**config.mk**
```make
export PLATFORM = sky130hd
export DESIGN_NAME = dac_fifo_feeder_flat
export DESIGN_NICKNAME = d
export VERILOG_FILES = /design/src/rtl/dac_feed_pkg.sv /design/src/rtl/dac_fifo_feeder_if.sv /design/src/rtl/sat_shift.sv /design/src/rtl/dac_fifo_feeder.sv /design/src/flat_wrapper.sv
export SDC_FILE = /design/constraint.sdc
export NUM_CORES = 1
export LEC_CHECK = 0
export ABC_CLOCK_PERIOD_IN_PS = 3300
export BUFFER_PORTS_ARGS = -buffer_cell sky130_fd_sc_hd__buf_2
export CORE_MARGIN = 4
export CORE_UTILIZATION = 57
export DETAILED_ROUTE_END_ITERATION = 6
export PLACE_DENSITY = 0.81
export SLEW_MARGIN = 10
export SYNTH_ARGS = -nofsm -noshare
export SYNTH_HDL_FRONTEND = slang
export SYNTH_SLANG_ARGS = --single-unit
```
**constraint.sdc**
```tcl
create_clock -name clk -period 3.3 [get_ports clk]
set_input_delay 0.66 -clock clk [delete_from_list [all_inputs] [get_ports clk]]
set_output_delay 0.66 -clock clk [all_outputs]
set_load 0.02 [all_outputs]
```
**src/rtl/dac_feed_pkg.sv**
```systemverilog
// Shared types and constants for the DAC feed path.
// Contents:
//   state_e      - feeder sequencing states
//   DacWDef      - default DAC word width
//   SAT_MAX/MIN  - saturation limits for the default DAC word width
package dac_feed_pkg;

  typedef enum logic [1:0] {
    StIdle  = 2'd0,
    StRun   = 2'd1,
    StDrain = 2'd2
  } state_e;

  localparam int unsigned DacWDef = 16;

  localparam logic [DacWDef-1:0] SAT_MAX = {1'b0, {(DacWDef-1){1'b1}}};
  localparam logic [DacWDef-1:0] SAT_MIN = {1'b1, {(DacWDef-1){1'b0}}};

endpackage

```
**src/rtl/dac_fifo_feeder_if.sv**
```systemverilog
// Stream-in / FIFO-write bundle for the DAC feeder.
// Signals:
//   s_valid, s_data              - filter output sample (no backpressure)
//   fifo_full                    - DAC FIFO full flag
//   dacfifo_write, dacfifo_wdata - FIFO write strobe and data
// Modports:
//   master - the feeder (consumes samples, drives the FIFO write port)
//   slave  - the surrounding filter/FIFO side
interface dac_fifo_feeder_if #(
  parameter int unsigned DW    = 32,
  parameter int unsigned DAC_W = 16
) ();

  logic             s_valid;
  logic [DW-1:0]    s_data;
  logic             fifo_full;
  logic             dacfifo_write;
  logic [DAC_W-1:0] dacfifo_wdata;

  modport master (
    input  s_valid,
    input  s_data,
    input  fifo_full,
    output dacfifo_write,
    output dacfifo_wdata
  );

  modport slave (
    output s_valid,
    output s_data,
    output fifo_full,
    input  dacfifo_write,
    input  dacfifo_wdata
  );

endinterface

```
**src/rtl/sat_shift.sv**
```systemverilog
// Combinational sample scaler: arithmetic right shift, saturate to DAC_W,
// optional MSB inversion (two's complement to offset-binary).
// Ports:
//   data_i       - signed input sample
//   shift_i      - arithmetic right-shift amount
//   offset_bin_i - 1 = invert MSB of the result
//   word_o       - scaled, saturated DAC word
module sat_shift #(
  parameter int unsigned DW    = 32,
  parameter int unsigned DAC_W = 16
) (
  input  logic [DW-1:0]    data_i,
  input  logic [4:0]       shift_i,
  input  logic             offset_bin_i,
  output logic [DAC_W-1:0] word_o
);

  logic signed [DW-1:0]  shifted;
  logic [DW-DAC_W:0]     upper;
  logic                  pos_ovf;
  logic                  neg_ovf;

  assign shifted = $signed(data_i) >>> shift_i;
  // Value fits in DAC_W bits iff all bits from the DAC sign bit upward agree.
  assign upper   = shifted[DW-1:DAC_W-1];
  assign pos_ovf = ~shifted[DW-1] & (|upper);
  assign neg_ovf = shifted[DW-1] & ~(&upper);

  always_comb begin
    word_o = shifted[DAC_W-1:0];
    if (pos_ovf) begin
      word_o = {1'b0, {(DAC_W-1){1'b1}}};
    end else if (neg_ovf) begin
      word_o = {1'b1, {(DAC_W-1){1'b0}}};
    end
    if (offset_bin_i) begin
      word_o[DAC_W-1] = ~word_o[DAC_W-1];
    end
  end

endmodule

```
**src/rtl/dac_fifo_feeder.sv**
```systemverilog
// Moves filter output samples into the DAC FIFO: decimate, scale/saturate,
// one-entry hold buffer against FIFO backpressure, drop counting.
// Ports:
//   clk, rst_n  - clock, asynchronous active-low reset
//   enable      - 1 = run, 0 = drain pending sample then idle
//   decim       - keep 1 of every decim+1 samples (latched in idle)
//   shift       - arithmetic right shift before saturation (latched in idle)
//   offset_bin  - invert output MSB, applied when a sample is loaded
//   clear       - pulse: zero drop_cnt and ovf
//   bus         - sample input and FIFO write port
//   busy        - not idle
//   ovf         - sticky drop flag
//   drop_cnt    - saturating dropped-sample count
module dac_fifo_feeder
  import dac_feed_pkg::*;
#(
  parameter int unsigned DW      = 32,
  parameter int unsigned DAC_W   = DacWDef,
  parameter int unsigned DECIM_W = 8,
  parameter int unsigned CNT_W   = 16
) (
  input  logic                clk,
  input  logic                rst_n,
  input  logic                enable,
  input  logic [DECIM_W-1:0]  decim,
  input  logic [4:0]          shift,
  input  logic                offset_bin,
  input  logic                clear,
  dac_fifo_feeder_if.master   bus,
  output logic                busy,
  output logic                ovf,
  output logic [CNT_W-1:0]    drop_cnt
);

  state_e             state_q;
  logic [DECIM_W-1:0] decim_q;
  logic [4:0]         shift_q;
  logic [DECIM_W-1:0] dcnt_q;
  logic               hold_v_q;
  logic [DAC_W-1:0]   hold_d_q;
  logic               wr_q;
  logic [DAC_W-1:0]   wdata_q;
  logic               ovf_q;
  logic [CNT_W-1:0]   drop_cnt_q;

  logic               keep;
  logic               drain;
  logic               load;
  logic               drop;
  logic [DAC_W-1:0]   sat_word;

  sat_shift #(
    .DW    (DW),
    .DAC_W (DAC_W)
  ) u_sat_shift (
    .data_i       (bus.s_data),
    .shift_i      (shift_q),
    .offset_bin_i (offset_bin),
    .word_o       (sat_word)
  );

  always_comb begin
    keep  = (state_q == StRun) & bus.s_valid & (dcnt_q == '0);
    drain = hold_v_q & ~bus.fifo_full;
    // Hold can take a new sample if empty or emptying on this same edge.
    load  = keep & (~hold_v_q | drain);
    drop  = keep & hold_v_q & bus.fifo_full;
  end

  always_ff @(posedge clk or negedge rst_n) begin
    if (!rst_n) begin
      state_q    <= StIdle;
      decim_q    <= '0;
      shift_q    <= '0;
      dcnt_q     <= '0;
      hold_v_q   <= 1'b0;
      hold_d_q   <= '0;
      wr_q       <= 1'b0;
      wdata_q    <= '0;
      ovf_q      <= 1'b0;
      drop_cnt_q <= '0;
    end else begin
      wr_q <= drain;
      if (drain) begin
        wdata_q <= hold_d_q;
      end

      if (load) begin
        hold_v_q <= 1'b1;
        hold_d_q <= sat_word;
      end else if (drain) begin
        hold_v_q <= 1'b0;
      end

      // clear takes priority over a coincident drop.
      if (clear) begin
        drop_cnt_q <= '0;
        ovf_q      <= 1'b0;
      end else if (drop) begin
        ovf_q <= 1'b1;
        if (drop_cnt_q != '1) begin
          drop_cnt_q <= drop_cnt_q + CNT_W'(1);
        end
      end

      case (state_q)
        StIdle: begin
          decim_q <= decim;
          shift_q <= shift;
          if (enable) begin
            state_q <= StRun;
            dcnt_q  <= '0;
          end
        end
        StRun: begin
          if (bus.s_valid) begin
            dcnt_q <= (dcnt_q == decim_q) ? '0 : dcnt_q + DECIM_W'(1);
          end
          if (!enable) begin
            state_q <= StDrain;
          end
        end
        StDrain: begin
          if (!hold_v_q) begin
            state_q <= StIdle;
          end
        end
        default: state_q <= StIdle;
      endcase
    end
  end

  assign bus.dacfifo_write = wr_q;
  assign bus.dacfifo_wdata = wdata_q;
  assign busy              = (state_q != StIdle);
  assign ovf               = ovf_q;
  assign drop_cnt          = drop_cnt_q;

endmodule

```
**src/flat_wrapper.sv**
```systemverilog
// flat-port wrapper written by rule: the top's interface ports become plain ports
module dac_fifo_feeder_flat import dac_feed_pkg::*;
#(
  parameter int unsigned DW      = 32,
  parameter int unsigned DAC_W   = DacWDef,
  parameter int unsigned DECIM_W = 8,
  parameter int unsigned CNT_W   = 16
)
  (clk, rst_n, enable, decim, shift, offset_bin, clear, busy, ovf, drop_cnt, bus_s_valid, bus_s_data, bus_fifo_full, bus_dacfifo_write, bus_dacfifo_wdata);
  dac_fifo_feeder_if #(.DW(DW), .DAC_W(DAC_W)) bus_i ();
  input  logic clk;
  input  logic rst_n;
  input  logic enable;
  input  logic [DECIM_W-1:0] decim;
  input  logic [4:0] shift;
  input  logic offset_bin;
  input  logic clear;
  output logic busy;
  output logic ovf;
  output logic [CNT_W-1:0] drop_cnt;
  input wire logic [$bits(bus_i.s_valid)-1:0] bus_s_valid;
  input wire logic [$bits(bus_i.s_data)-1:0] bus_s_data;
  input wire logic [$bits(bus_i.fifo_full)-1:0] bus_fifo_full;
  output wire logic [$bits(bus_i.dacfifo_write)-1:0] bus_dacfifo_write;
  output wire logic [$bits(bus_i.dacfifo_wdata)-1:0] bus_dacfifo_wdata;
  assign bus_i.s_valid = bus_s_valid;
  assign bus_i.s_data = bus_s_data;
  assign bus_i.fifo_full = bus_fifo_full;
  assign bus_dacfifo_write = bus_i.dacfifo_write;
  assign bus_dacfifo_wdata = bus_i.dacfifo_wdata;
  dac_fifo_feeder #(.DW(DW), .DAC_W(DAC_W), .DECIM_W(DECIM_W), .CNT_W(CNT_W)) u_core (.clk(clk), .rst_n(rst_n), .enable(enable), .decim(decim), .shift(shift), .offset_bin(offset_bin), .clear(clear), .bus(bus_i), .busy(busy), .ovf(ovf), .drop_cnt(drop_cnt));
endmodule
```
# After elaboration in Yosys (flattened, before gate mapping)
# Index checks and enable logic that the tools add are counted.
# W data, S select, Z words.
[op_classes]
shift = 1
eq_ne = 8
n_addsub = 2
magnitude_cmp = 0
div = 0
reduce_logical = 12
mul = 0
n_bitwise = 14
muxes = 18
[op_table]
columns = ["op", "n"]
rows = [
  ["$mux W16", 5],
  ["$sshr A32 B5 Y32", 1],
  ["$mux W8", 3],
  ["$reduce_and A17 Y1", 1],
  ["$reduce_or A17 Y1", 1],
  ["$add A16 B1 Y16 const B", 1],
  ["$ne A16 B16 Y1 const B", 1],
  ["$pmux W8 S2", 1],
  ["$reduce_bool A2 Y1", 5],
  ["$add A8 B1 Y8 const B", 1],
  ["$and A1 B1 Y1", 8],
  ["$eq A8 B8 Y1", 1],
  ["$logic_not A8 Y1", 1],
  ["$ne A2 B2 Y1 const B", 4],
  ["$mux W2", 3],
  ["$pmux W2 S3", 1],
  ["$reduce_and A3 Y1", 2],
  ["$mux W1", 5],
  ["$not A1 Y1", 5],
  ["$eq A2 B1 Y1 const B", 1],
  ["$eq A2 B2 Y1 const B", 1],
  ["$logic_not A2 Y1", 1],
  ["$reduce_and A2 Y1", 1],
  ["$or A1 B1 Y1", 1],
]
[word_totals]
latch_bits = 0
ramBits = 0
mem_bits_ro = 0
regBits = 74
input_bits = 52
n_memories = 0
word_cells = 65

# Longest topological paths before layout
# Gate-level depths: netlist of the first run.
[logic_depth]
word_depth = 8
ltp_mapped = 12
depth_no_buf = 9

# By module
# From an unflattened synthesis of the first run, not the netlist that was laid out.
[unflattened]
cells_unflattened = 564
hier_area_um2 = 5761.8
[modules_own_cells]
columns = ["mod", "cells_per_inst", "seq_area_each_um2", "instances", "area_each_um2"]
rows = [
  ["dac_fifo_feeder", 268, 1851.8, 1, 3340.7],
  ["sat_shift", 296, 0.0, 1, 2421.1],
]

# Worst setup path after synthesis of the first run
# OpenSTA, ideal clock, no wires.
[synth_path]
path_type = "input to register"
startpoint = "in bus_s_data[28]"
endpoint = "reg u_core.hold_d_q[13]"
stages = 8
path_slack_ns = 0.807
required_time_ns = 3.176
arrival_ns = 2.368
path_buffers = 1
path_cell_list = "mux4_2 -> a211oi_1 -> a21oi_1 -> nor4_1 -> a41oi_1 -> a21boi_2 -> buf_4 -> a21oi_1"
[synth_via]
elab_chain_len = 6
[synth_rtl]
columns = ["item", "line_no", "rtl"]
rows = [
  ["start, declared", "flat_wrapper.sv:22", "input wire logic [$bits(bus_i.s_data)-1:0] bus_s_data;"],
  ["$sshr A32 B5 Y32 *", "sat_shift.sv:23", "assign shifted = $signed(data_i) >>> shift_i;"],
  ["$reduce_and A17 Y1", "sat_shift.sv:27", "assign neg_ovf = shifted[DW-1] & ~(&upper);"],
  ["$not A1 Y1", "sat_shift.sv:27", ""],
  ["$and A1 B1 Y1", "sat_shift.sv:27", ""],
  ["$mux W16", "sat_shift.sv:33", "end else if (neg_ovf) begin"],
  ["$mux W16 *", "sat_shift.sv:31", "if (pos_ovf) begin"],
  ["end signal, assigned", "dac_fifo_feeder.sv:90", "hold_d_q <= sat_word;"],
  ["end, declared", "dac_fifo_feeder.sv:40", "logic [DAC_W-1:0] hold_d_q;"],
]
# Every way passes the cells marked *; elsewhere a longest branch is shown, timed or not.
# A chain may end at the register's enable or synchronous reset.

# Worst setup path in the final report of the first run
[layout_path]
startpoint = "reg u_core.shift_q[0]"
endpoint = "reg u_core.hold_d_q[2]"
[layout_via]
elab_chain_len = 6
[layout_rtl]
columns = ["item", "line_no", "rtl"]
rows = [
  ["start, declared", "dac_fifo_feeder.sv:37", "logic [4:0] shift_q;"],
  ["start signal, assigned", "dac_fifo_feeder.sv:109", "shift_q <= shift;"],
  ["$sshr A32 B5 Y32 *", "sat_shift.sv:23", ""],
  ["$reduce_and A17 Y1", "sat_shift.sv:27", ""],
  ["$not A1 Y1", "sat_shift.sv:27", ""],
  ["$and A1 B1 Y1", "sat_shift.sv:27", ""],
  ["$mux W16", "sat_shift.sv:33", ""],
  ["$mux W16 *", "sat_shift.sv:31", ""],
]
# Marks and branches as above.

==> impl_metrics.py, run 1 <==
metrics = {
    "cells_and_area": {
        "diodes": 0,
        "drive_gt1_frac": 0.306,
        "final_nets": 674,
        "syn2layout_area_growth_pct": 13.5,
        "fin_area_um2": 5920,
    },
    "clock_tree": {
        "clk_path_buf_depth": 2,
        "hold_buffers": 0,
        "clk_latency_ps": 340,
        "ctsResizeCount": 0,
        "cts.clk_slew.worst_paths_ps": 80,
        "clockRootBuffer": "clkbuf_8",
        "cts_buffers": 9,
        "htree_levels": 3,
        "cts_tree": "yes",
        "postCtsSetupBuffers": 0,
        "cts.sinks": 74,
    },
    "yosys": {
        "synth_area_leader_cell": "dfrtp_1",
        "async_reset_ff_frac": 1.00,
        "syn_nets": 598,
        "yosysMostFrequentCell": "dfrtp_1",
        "syn_avg_cell_area_um2": 9.61,
        "ys_ff_latch": 74,
        "synth_top_area_frac": 0.355,
        "synth.distinct_cells": 60,
        "syn_area_um2": 5220,
        "synth_cells": 543,
        "yosysSeqAreaShare": 0.355,
        "yosys_warnings": 0,
        "synth_area_leaders": "dfrtp_1 (35%), mux4_2 (11%), mux2_2 (7.6%)",
        "synth_top_cells_by_count": "dfrtp_1 (74), nor2_1 (62), nand2_1 (50)",
        "ys.flop_type": "dfrtp_1",
        "synth_edf_count": 0,
    },
    "power_and_ir_drop": {
        "seq_power_share": 0.370,
        "p_switching_mw": 1.44,
        "powerDensity_nw_per_um2": 614,
        "vdd_drop_max_mv": 0.255,
        "internal-power_mw": 2.20,
        "p_leak_nw": 2.53,
        "combPwrFrac": 0.436,
        "p_sw_frac": 0.395,
        "pwr-share-clk": 0.194,
    },
    "worst_setup_path": {
        "r2r_start": "u_core.shift_q[0]",
        "cp-end-kind": "flip-flop",
        "crit_path_max_fanout": 25,
        "crit_required_ps": 3510,
        "r2r_slack_ps": 330,
        "startpoint": "u_core.shift_q[0]",
        "startpoint_type": "flip-flop",
        "critPathCapture": "u_core.hold_d_q[2]",
        "r2r.worst_path.cells": 8,
        "r2r_end": "u_core.hold_d_q[2]",
        "critical_path_arrival_ps": 3190,
        "crit_type": "reg2reg",
    },
    "timing": {
        "worst_slack_ps": 326,
        "relSlewSlack": 0.386,
        "max_freq_mhz": 336,
        "setup_tns_ps": 0,
        "rsz0062_at_grt": "no",
        "tightest_slew_ps": 921,
        "setup_viol": 0,
        "finalCriticalPeriod_ps": 2970,
        "hold_violations": 0,
        "final_max_slew_viol_count": 0,
        "fin_crit_sh": 0.901,
        "skew_ps": 14.1,
        "holdWs_ps": 451,
    },
    "global_routing": {
        "grt_pass1_vias": 4594,
        "grt_max_degree": 75,
        "grt.overflow.total": 0,
        "antenna_found_initial": 0,
        "grtUsageTotal": 0.253,
        "grt_pass1_wl_um": 22600,
    },
    "route": {
        "wl_per_cell_um": 18.1,
        "dr.pass1.iters": 5,
        "vias_per_cell": 6.23,
        "num_vias": 4558,
        "drtIter0Drc": 410,
        "totalWireLength_um": 13200,
        "ant_nets": 0,
        "drc": 0,
    },
    "job": {
        "cap_viol_max_count": 0,
    },
    "hold_path": {
        "hold_path.class": "in2async",
    },
    "placed_design": {
        "port_buffers": 86,
        "place_congestion": 0.943,
        "placed_area_um2": 5730,
        "dpl_worst_slack_ps": 324,
        "hpwl_um": 9870,
    },
    "run_status": {
        "status": "complete, no violations",
    },
    "die": {
        "dieArea_um2": 10700,
        "dieHeight_um": 104,
        "core_area_um2": 8810,
        "start_util": 0.592,
        "io_pins": 87,
        "die_x_um": 104,
        "num_rows": 34,
    },
}
-- cell families after synthesis --
kind of cell | synth area share
simple gates | 0.163
xor+xnor | 0.0369
buf+inv | 0.0458
mux | 0.235
fa+ha+maj | 0.00720
compound gates | 0.157
flops | 0.355
-- routing by layer --
metal | track usage | vias to the layer above | wire length, um | part of all wire
met1 | 0.324 | 2229 | 5700 | 0.43
met3 | 0.0442 | 30 | 588 | 0.044
met4 | 0.102 | 0 | 395 | 0.030
li1 | - | 2145 | - | -
met5 | 0 | - | 0 | 0
met2 | 0.430 | 154 | 6560 | 0.50
-- final cells by class --
type / count / area, um^2
fill: 695 / 2890
inverter: 14 / 52.6
tap: 108 / 135
multi-input combinational: 419 / 3130
clock buffer: 10 / 128
sequential: 74 / 1850
clock inverter: 6 / 66.3
timing repair buffer: 101 / 558
-- through the flow --
step	util	power, mW	cells
2_1_floorplan	-	2.46	543
3_3_place_gp	0.650	2.89	716
3_5_place_dp	0.650	2.93	716
4_1_cts	0.672	3.64	732
5_1_grt	0.672	3.88	732
6_report	0.672	3.63	732
-- power groups by stage --
stage	registers, mW	logic (mW)	clock network (mW)
final	1.34	1.58	0.704
after global routing	1.38	1.73	0.763
after CTS	1.34	1.58	0.718
after detailed placement	1.36	1.57	0
after global placement	1.34	1.55	0
after floorplan	1.39	1.08	0
-- cells in the final DEF, fill, tap and decap left out, types with 7 or more instances in the layout --
cell / netlist / layout
dfrtp_1: 74 / 72
nor2_1: 62 / 62
xnor2_1: 17 / 17
and3_1: 9 / 9
nand2b_1: 7 / 7
buf_4: 6 / 15
clkbuf_8: 0 / 9
mux2_2: 35 / 35
a21oi_1: 32 / 32
inv_1: 12 / 12
nand2_1: 50 / 50
o21ai_0: 46 / 46
mux2i_1: 22 / 22
nor2b_1: 9 / 9
mux4_2: 26 / 26
buf_2: 5 / 85
nand3_1: 19 / 19
-- worst max-delay path: stages, from the launching register on --
cell and delay, ps:
dfrtp_2 740, mux4_2 700, a22oi_2 310, o2111ai_1 150, nor3_1 220, a41oi_1 230, a21boi_2 190, buf_4 200
a21oi_1 90
-- worst min path at each step --
stage / startpoint / slack, ps / depth (start not counted) / end
3_5_place_dp: u_core.bus.dacfifo_wdata[14] / 490 / 1 / u_core.bus.dacfifo_wdata[14]
6_report: rst_n / 450 / 1 / u_core.decim_q[0]
3_3_place_gp: u_core.state_q[1] / 480 / 1 / u_core.state_q[0]
2_1_floorplan: rst_n / 360 / 0 / u_core.bus.dacfifo_wdata[0]
4_1_cts: rst_n / 480 / 1 / u_core.decim_q[4]
5_1_grt: shift[2] / 520 / 3 / u_core.shift_q[2]
-- state kept, by name, summed over array words and instances (netlist names) --
name	flops
u_core.bus.dacfifo_wdata	16
u_core.drop_cnt	16
u_core.hold_d_q	16
u_core.dcnt_q	8
u_core.decim_q	8
u_core.shift_q	5
u_core.state_q	2
u_core.bus.dacfifo_write	1
u_core.hold_v_q	1
u_core.ovf	1
(Power assumes the default switching activity.)
==> run 2, diff against run 1 <==
--- a/config.mk
+++ b/config.mk
@@ -7,10 +7,12 @@
 export LEC_CHECK = 0
 export ABC_CLOCK_PERIOD_IN_PS = 3300
 export BUFFER_PORTS_ARGS = -buffer_cell sky130_fd_sc_hd__buf_2
+export CELL_PAD_IN_SITES_DETAIL_PLACEMENT = 2
+export CELL_PAD_IN_SITES_GLOBAL_PLACEMENT = 2
 export CORE_MARGIN = 4
-export CORE_UTILIZATION = 57
+export CORE_UTILIZATION = 36
 export DETAILED_ROUTE_END_ITERATION = 6
-export PLACE_DENSITY = 0.81
+export PLACE_DENSITY_LB_ADDON = 0.1
 export SLEW_MARGIN = 10
 export SYNTH_ARGS = -nofsm -noshare
 export SYNTH_HDL_FRONTEND = slang
==> run 2 against run 1 <==
Compared with the run above: first-iteration DRC count fell by 35%; sequential share of layout area down 0.98 points; global-route usage fell by 3.2 points; combinational power grew 6%; clock-buffer cell count is 1 higher; die area up 53%; maximum frequency down 2.3%; critical path type unchanged; largest cell class unchanged.
==> impl_metrics.py, run 2 (synthesized netlist as in run 1, its figures left out) <==
metrics = {
    "power_and_ir_drop": {
        "powerDensity_nw_per_um2": 663,
        "vdd_drop_max_mv": 0.256,
        "p_leak_nw": 2.58,
    },
    "hold_path": {
        "hold_path.class": "in2async",
    },
    "die": {
        "core_area_um2": 14000,
        "dieHeight_um": 128,
        "num_rows": 43,
        "start_util": 0.372,
        "io_pins": 87,
        "die_x_um": 128,
        "dieArea_um2": 16500,
    },
    "clock_tree": {
        "postCtsSetupBuffers": 0,
        "cts.clk_slew.worst_paths_ps": 60,
        "cts_tree": "yes",
        "htree_levels": 3,
        "cts.sinks": 74,
        "clockRootBuffer": "clkbuf_16",
        "clk_latency_ps": 340,
        "clk_path_buf_depth": 2,
        "cts_buffers": 9,
    },
    "route": {
        "drc": 0,
        "num_vias": 4666,
        "dr.pass1.iters": 4,
        "wl_per_cell_um": 21.8,
        "vias_per_cell": 5.80,
        "drtIter0Drc": 268,
        "totalWireLength_um": 17600,
        "ant_nets": 0,
    },
    "timing": {
        "fin_crit_sh": 0.922,
        "rsz0062_at_grt": "no",
        "max_freq_mhz": 329,
        "setup_tns_ps": 0,
        "final_max_slew_viol_count": 0,
        "relSlewSlack": 0.329,
        "setup_viol": 0,
        "hold_violations": 0,
        "finalCriticalPeriod_ps": 3040,
        "skew_ps": 12.0,
        "tightest_slew_ps": 1010,
    },
    "worst_setup_path": {
        "startpoint_type": "flip-flop",
        "r2r.worst_path.cells": 8,
        "crit_path_max_fanout": 24,
        "critical_path_arrival_ps": 3250,
        "cp-end-kind": "flip-flop",
        "crit_type": "reg2reg",
        "crit_required_ps": 3510,
    },
    "cells_and_area": {
        "diodes": 0,
        "fin_cells": 805,
        "layout_commonest_cell": "buf_2",
        "final_cell_mix": "buf_2 (85), dfrtp_1 (72), nor2_1 (62), nand2_1 (50), o21ai_0 (46)",
        "final_nets": 675,
        "fin_util": 0.436,
        "syn2layout_area_growth_pct": 17.3,
        "drive_gt1_frac": 0.307,
    },
    "placed_design": {
        "port_buffers": 86,
        "dp_cells": 789,
        "hpwl_um": 13100,
        "place_congestion": 0.909,
    },
    "global_routing": {
        "grt_max_degree": 75,
        "antenna_found_initial": 0,
        "grt_pass1_wl_um": 28600,
        "grtUsageTotal": 0.222,
        "grt.overflow.total": 0,
        "grt_pass1_vias": 5102,
    },
    "job": {
        "cap_viol_max_count": 0,
    },
    "run_status": {
        "status": "complete, no violations",
    },
}
==> run 2: cell count changes in the layout (fill, tap and decap cells not counted), sizes merged <==
cell      previous run  this run
buf                101       102
clkbuf              10        11
clkinvlp             3         2
==> run 2: worst paths after layout <==
kind,slack (ps),end,start
worst max register to register,260,u_core.hold_d_q[10],u_core.shift_q[1]
max in group asynchronous,2100,u_core.shift_q[0],rst_n
worst min register to register,500,u_core.bus.dacfifo_wdata[2],u_core.bus.dacfifo_wdata[2]
worst min-delay path,480,u_core.decim_q[5],rst_n
worst max-delay path,260,u_core.hold_d_q[10],u_core.shift_q[1]
min in group clk,500,u_core.bus.dacfifo_wdata[2],u_core.bus.dacfifo_wdata[2]
==> run 2: repair_timing <==
item                                    4_1_cts  5_1_grt
endpoints found under the setup margin        0        3
gates resized for setup                       0        1
hold buffers                                  0        0
==> run 2: final cells by class <==
class / instances / area (um^2)
clock buffer: 11 / 243
clock inverter: 5 / 62.6
fill: 1521 / 7920
inverter: 14 / 52.6
multi-input combinational: 419 / 3130
sequential: 74 / 1860
tap: 180 / 225
timing repair buffer: 102 / 553
==> run 2: routing by layer <==
metal,track usage,vias up,part of all wire
li1,-,2141,-
met1,0.289,2410,0.44
met2,0.375,87,0.51
met3,0.0349,28,0.030
met4,0.0774,0,0.027
met5,0,-,0
==> run 2: worst max-delay path: stages, from the launching register on <==
cell	delay (ps)
dfrtp_2	700
buf_4	290
mux4_2	400
a211oi_1	270
a21oi_1	60
nor4_1	350
a41oi_1	270
o31ai_1	410
o21ai_0	150
==> run 2: report_power, final <==
group          leakage (nW)  internal (mW)  switching, mW
registers             0.909           1.14          0.207
clock network         0.142          0.611          0.411
logic                  1.53          0.704          0.977
==> run 2: per-stage QoR <==
step / area (um^2) / hold slack, ps / total power [mW] / worst slack, ps
final: 6120 / 479 / 4.06 / 256
after global routing: 6120 / 523 / 4.32 / 33.0
after CTS: 6120 / 506 / 4.10 / 257
after detailed placement: 5810 / 491 / 3.04 / 269
after global placement: 5810 / 484 / 2.97 / 352
after floorplan: 5220 / 364 / 2.46 / 807
==> run 3, diff against run 2 <==
--- a/config.mk
+++ b/config.mk
@@ -9,6 +9,7 @@
 export BUFFER_PORTS_ARGS = -buffer_cell sky130_fd_sc_hd__buf_2
 export CELL_PAD_IN_SITES_DETAIL_PLACEMENT = 2
 export CELL_PAD_IN_SITES_GLOBAL_PLACEMENT = 2
+export CORE_ASPECT_RATIO = 1.5
 export CORE_MARGIN = 4
 export CORE_UTILIZATION = 36
 export DETAILED_ROUTE_END_ITERATION = 6
==> constraint.sdc (replaced) <==
create_clock -name clk -period 3.3 [get_ports clk]
set_input_delay 0.33 -clock clk [delete_from_list [all_inputs] [get_ports clk]]
set_output_delay 0.33 -clock clk [all_outputs]
set_load 0.02 [all_outputs]
==> run 3 against run 2 <==
Compared with the run above: first-iteration DRC count shrank 43%; utilization is essentially flat; clock skew shrank 2.6 ps; routed wire length shrank 0.95%; cell area grew 0.49%; worst setup slack gained 63 ps; critical path depth is the same; cell count grew 1.7%; global-route usage shrank 0.47 points; sequential share of layout area shrank 0.15 points; sequential cell count is the same; worst hold slack lost 340 ps.
==> impl_metrics.py, run 3 (synthesized netlist as in run 1, its figures left out) <==
metrics = {
    "route": {
        "ant_nets": 0,
        "drc": 0,
        "num_vias": 4644,
        "vias_per_cell": 5.67,
        "dr.pass1.iters": 4,
        "wl_per_cell_um": 21.2,
        "totalWireLength_um": 17400,
        "drtIter0Drc": 152,
    },
    "worst_setup_path": {
        "cp-end-kind": "flip-flop",
        "crit_type": "reg2reg",
        "critical_path_arrival_ps": 3180,
        "critical_path.slowest_cell": "dfrtp_2",
        "max_stage_delay_ps": 560,
        "r2r_slack_ps": 320,
        "path_buf_inv": 1,
        "crit_required_ps": 3500,
        "crit_path_max_fanout": 20,
        "cp_cell_sequence": "buf_4, mux4_2, o22ai_1, a31oi_1, nor4_1, a41oi_1, a21boi_4, a21oi_1",
        "path_delay_family": "compound AO/OA/AOI/OAI gates",
        "startpoint_type": "flip-flop",
    },
    "run_status": {
        "status": "complete, no violations",
    },
    "clock_tree": {
        "clockRootBuffer": "clkbuf_16",
        "cts_tree": "yes",
        "cts_buffers": 9,
        "clk_path_buf_depth": 2,
        "clk_latency_ps": 340,
        "htree_levels": 3,
        "cts.clk_slew.worst_paths_ps": 70,
        "cts.sinks": 74,
        "postCtsSetupBuffers": 0,
    },
    "power_and_ir_drop": {
        "combPwrFrac": 0.424,
        "internal-power_mw": 2.38,
        "vdd_drop_max_mv": 0.239,
        "seq_power_share": 0.340,
        "p_sw_frac": 0.402,
        "p_switching_mw": 1.60,
        "p_leak_nw": 2.58,
        "pwr-share-clk": 0.236,
        "powerDensity_nw_per_um2": 647,
    },
    "timing": {
        "max_freq_mhz": 335,
        "setup_tns_ps": 0,
        "finalCriticalPeriod_ps": 2980,
        "relSlewSlack": 0.348,
        "skew_ps": 9.44,
        "fin_crit_sh": 0.903,
        "rsz0062_at_grt": "no",
        "final_max_slew_viol_count": 0,
        "tightest_slew_ps": 978,
        "hold_violations": 0,
        "worst_slack_ps": 319,
        "setup_viol": 0,
    },
    "die": {
        "core_area_um2": 14100,
        "dieArea_um2": 16500,
        "num_rows": 53,
        "io_pins": 87,
        "dieHeight_um": 155,
        "start_util": 0.369,
        "die_x_um": 106,
    },
    "global_routing": {
        "grt_pass1_wl_um": 28300,
        "grt_pass1_vias": 5143,
        "grt_use_met3": 0.0203,
        "grt_max_degree": 75,
        "grt.overflow.total": 0,
        "antenna_found_initial": 0,
        "grtUsageTotal": 0.217,
        "grt-busiest-layer": "met2",
        "use_met2": 0.411,
        "gr-usage-met1": 0.248,
    },
    "job": {
        "cap_viol_max_count": 0,
    },
    "cells_and_area": {
        "fin_area_um2": 6150,
        "drive_gt1_frac": 0.311,
        "layout_commonest_cell": "buf_2",
        "final_nets": 677,
        "fill_cells": 1599,
        "diodes": 0,
        "fin_util": 0.435,
        "syn2layout_area_growth_pct": 17.9,
        "final_cell_mix": "buf_2 (85), dfrtp_1 (72), nor2_1 (62), nand2_1 (50), o21ai_0 (46)",
    },
    "hold_path": {
        "hold_path.class": "in2async",
    },
    "placed_design": {
        "place_congestion": 0.915,
        "port_buffers": 86,
        "placed_area_um2": 5850,
        "hpwl_um": 13300,
        "dpl_worst_slack_ps": 92.6,
    },
}
run 3: worst paths after layout:
| kind | from | to | cells past startpoint |
|---|---|---|---|
| worst max-delay path | u_core.shift_q[1] | u_core.hold_d_q[12] | 8 |
| worst min-delay path | rst_n | u_core.dcnt_q[6] | 1 |
| worst max register to register | u_core.shift_q[1] | u_core.hold_d_q[12] | 8 |
| worst min register to register | u_core.bus.dacfifo_wdata[7] | u_core.bus.dacfifo_wdata[7] | 1 |
| max in group asynchronous | rst_n | u_core.shift_q[0] | 1 |
| min in group clk | shift[3] | u_core.shift_q[3] | 3 |
run 3: through the flow:
| step | hold slack, ps | power (mW) | std cells |
|---|---|---|---|
| floorplan | 34.4 | 2.46 | 543 |
| global placement | 485 | 2.99 | 803 |
| detailed placement | 495 | 3.04 | 803 |
| CTS | 179 | 4.03 | 819 |
| global route | 215 | 4.25 | 819 |
| finish | 143 | 3.98 | 819 |
run 3: layer usage:
layer  wire length [um]  part of all wire
met1               6790              0.39
met2               9630              0.55
met3                457             0.026
met4                509             0.029
met5                  0                 0
run 3: timing repair:
item | 4_1_cts | 5_1_grt
hold buffers | 0 | 0
setup endpoints to repair | 0 | 13
gates resized for setup | 0 | 2
run 3: area by class of cell:
type / instances / area (um^2) / share of cell area
clock buffers: 9 / 225 / 0.0366
clock inverters: 7 / 60.1 / 0.00977
inverters: 14 / 52.6 / 0.00855
multi-input cells: 419 / 3130 / 0.510
flip-flops and latches: 74 / 1860 / 0.302
well taps: 192 / 240 / 0.0391
repair buffers: 104 / 581 / 0.0944
run 3: power by group through the flow:
stage | registers [mW] | clock network, mW | logic [mW]
floorplan | 1.39 | 0 | 1.08
global placement | 1.35 | 0 | 1.64
detailed placement | 1.36 | 0 | 1.68
CTS | 1.36 | 0.973 | 1.70
global route | 1.39 | 1.02 | 1.85
finish | 1.35 | 0.939 | 1.69
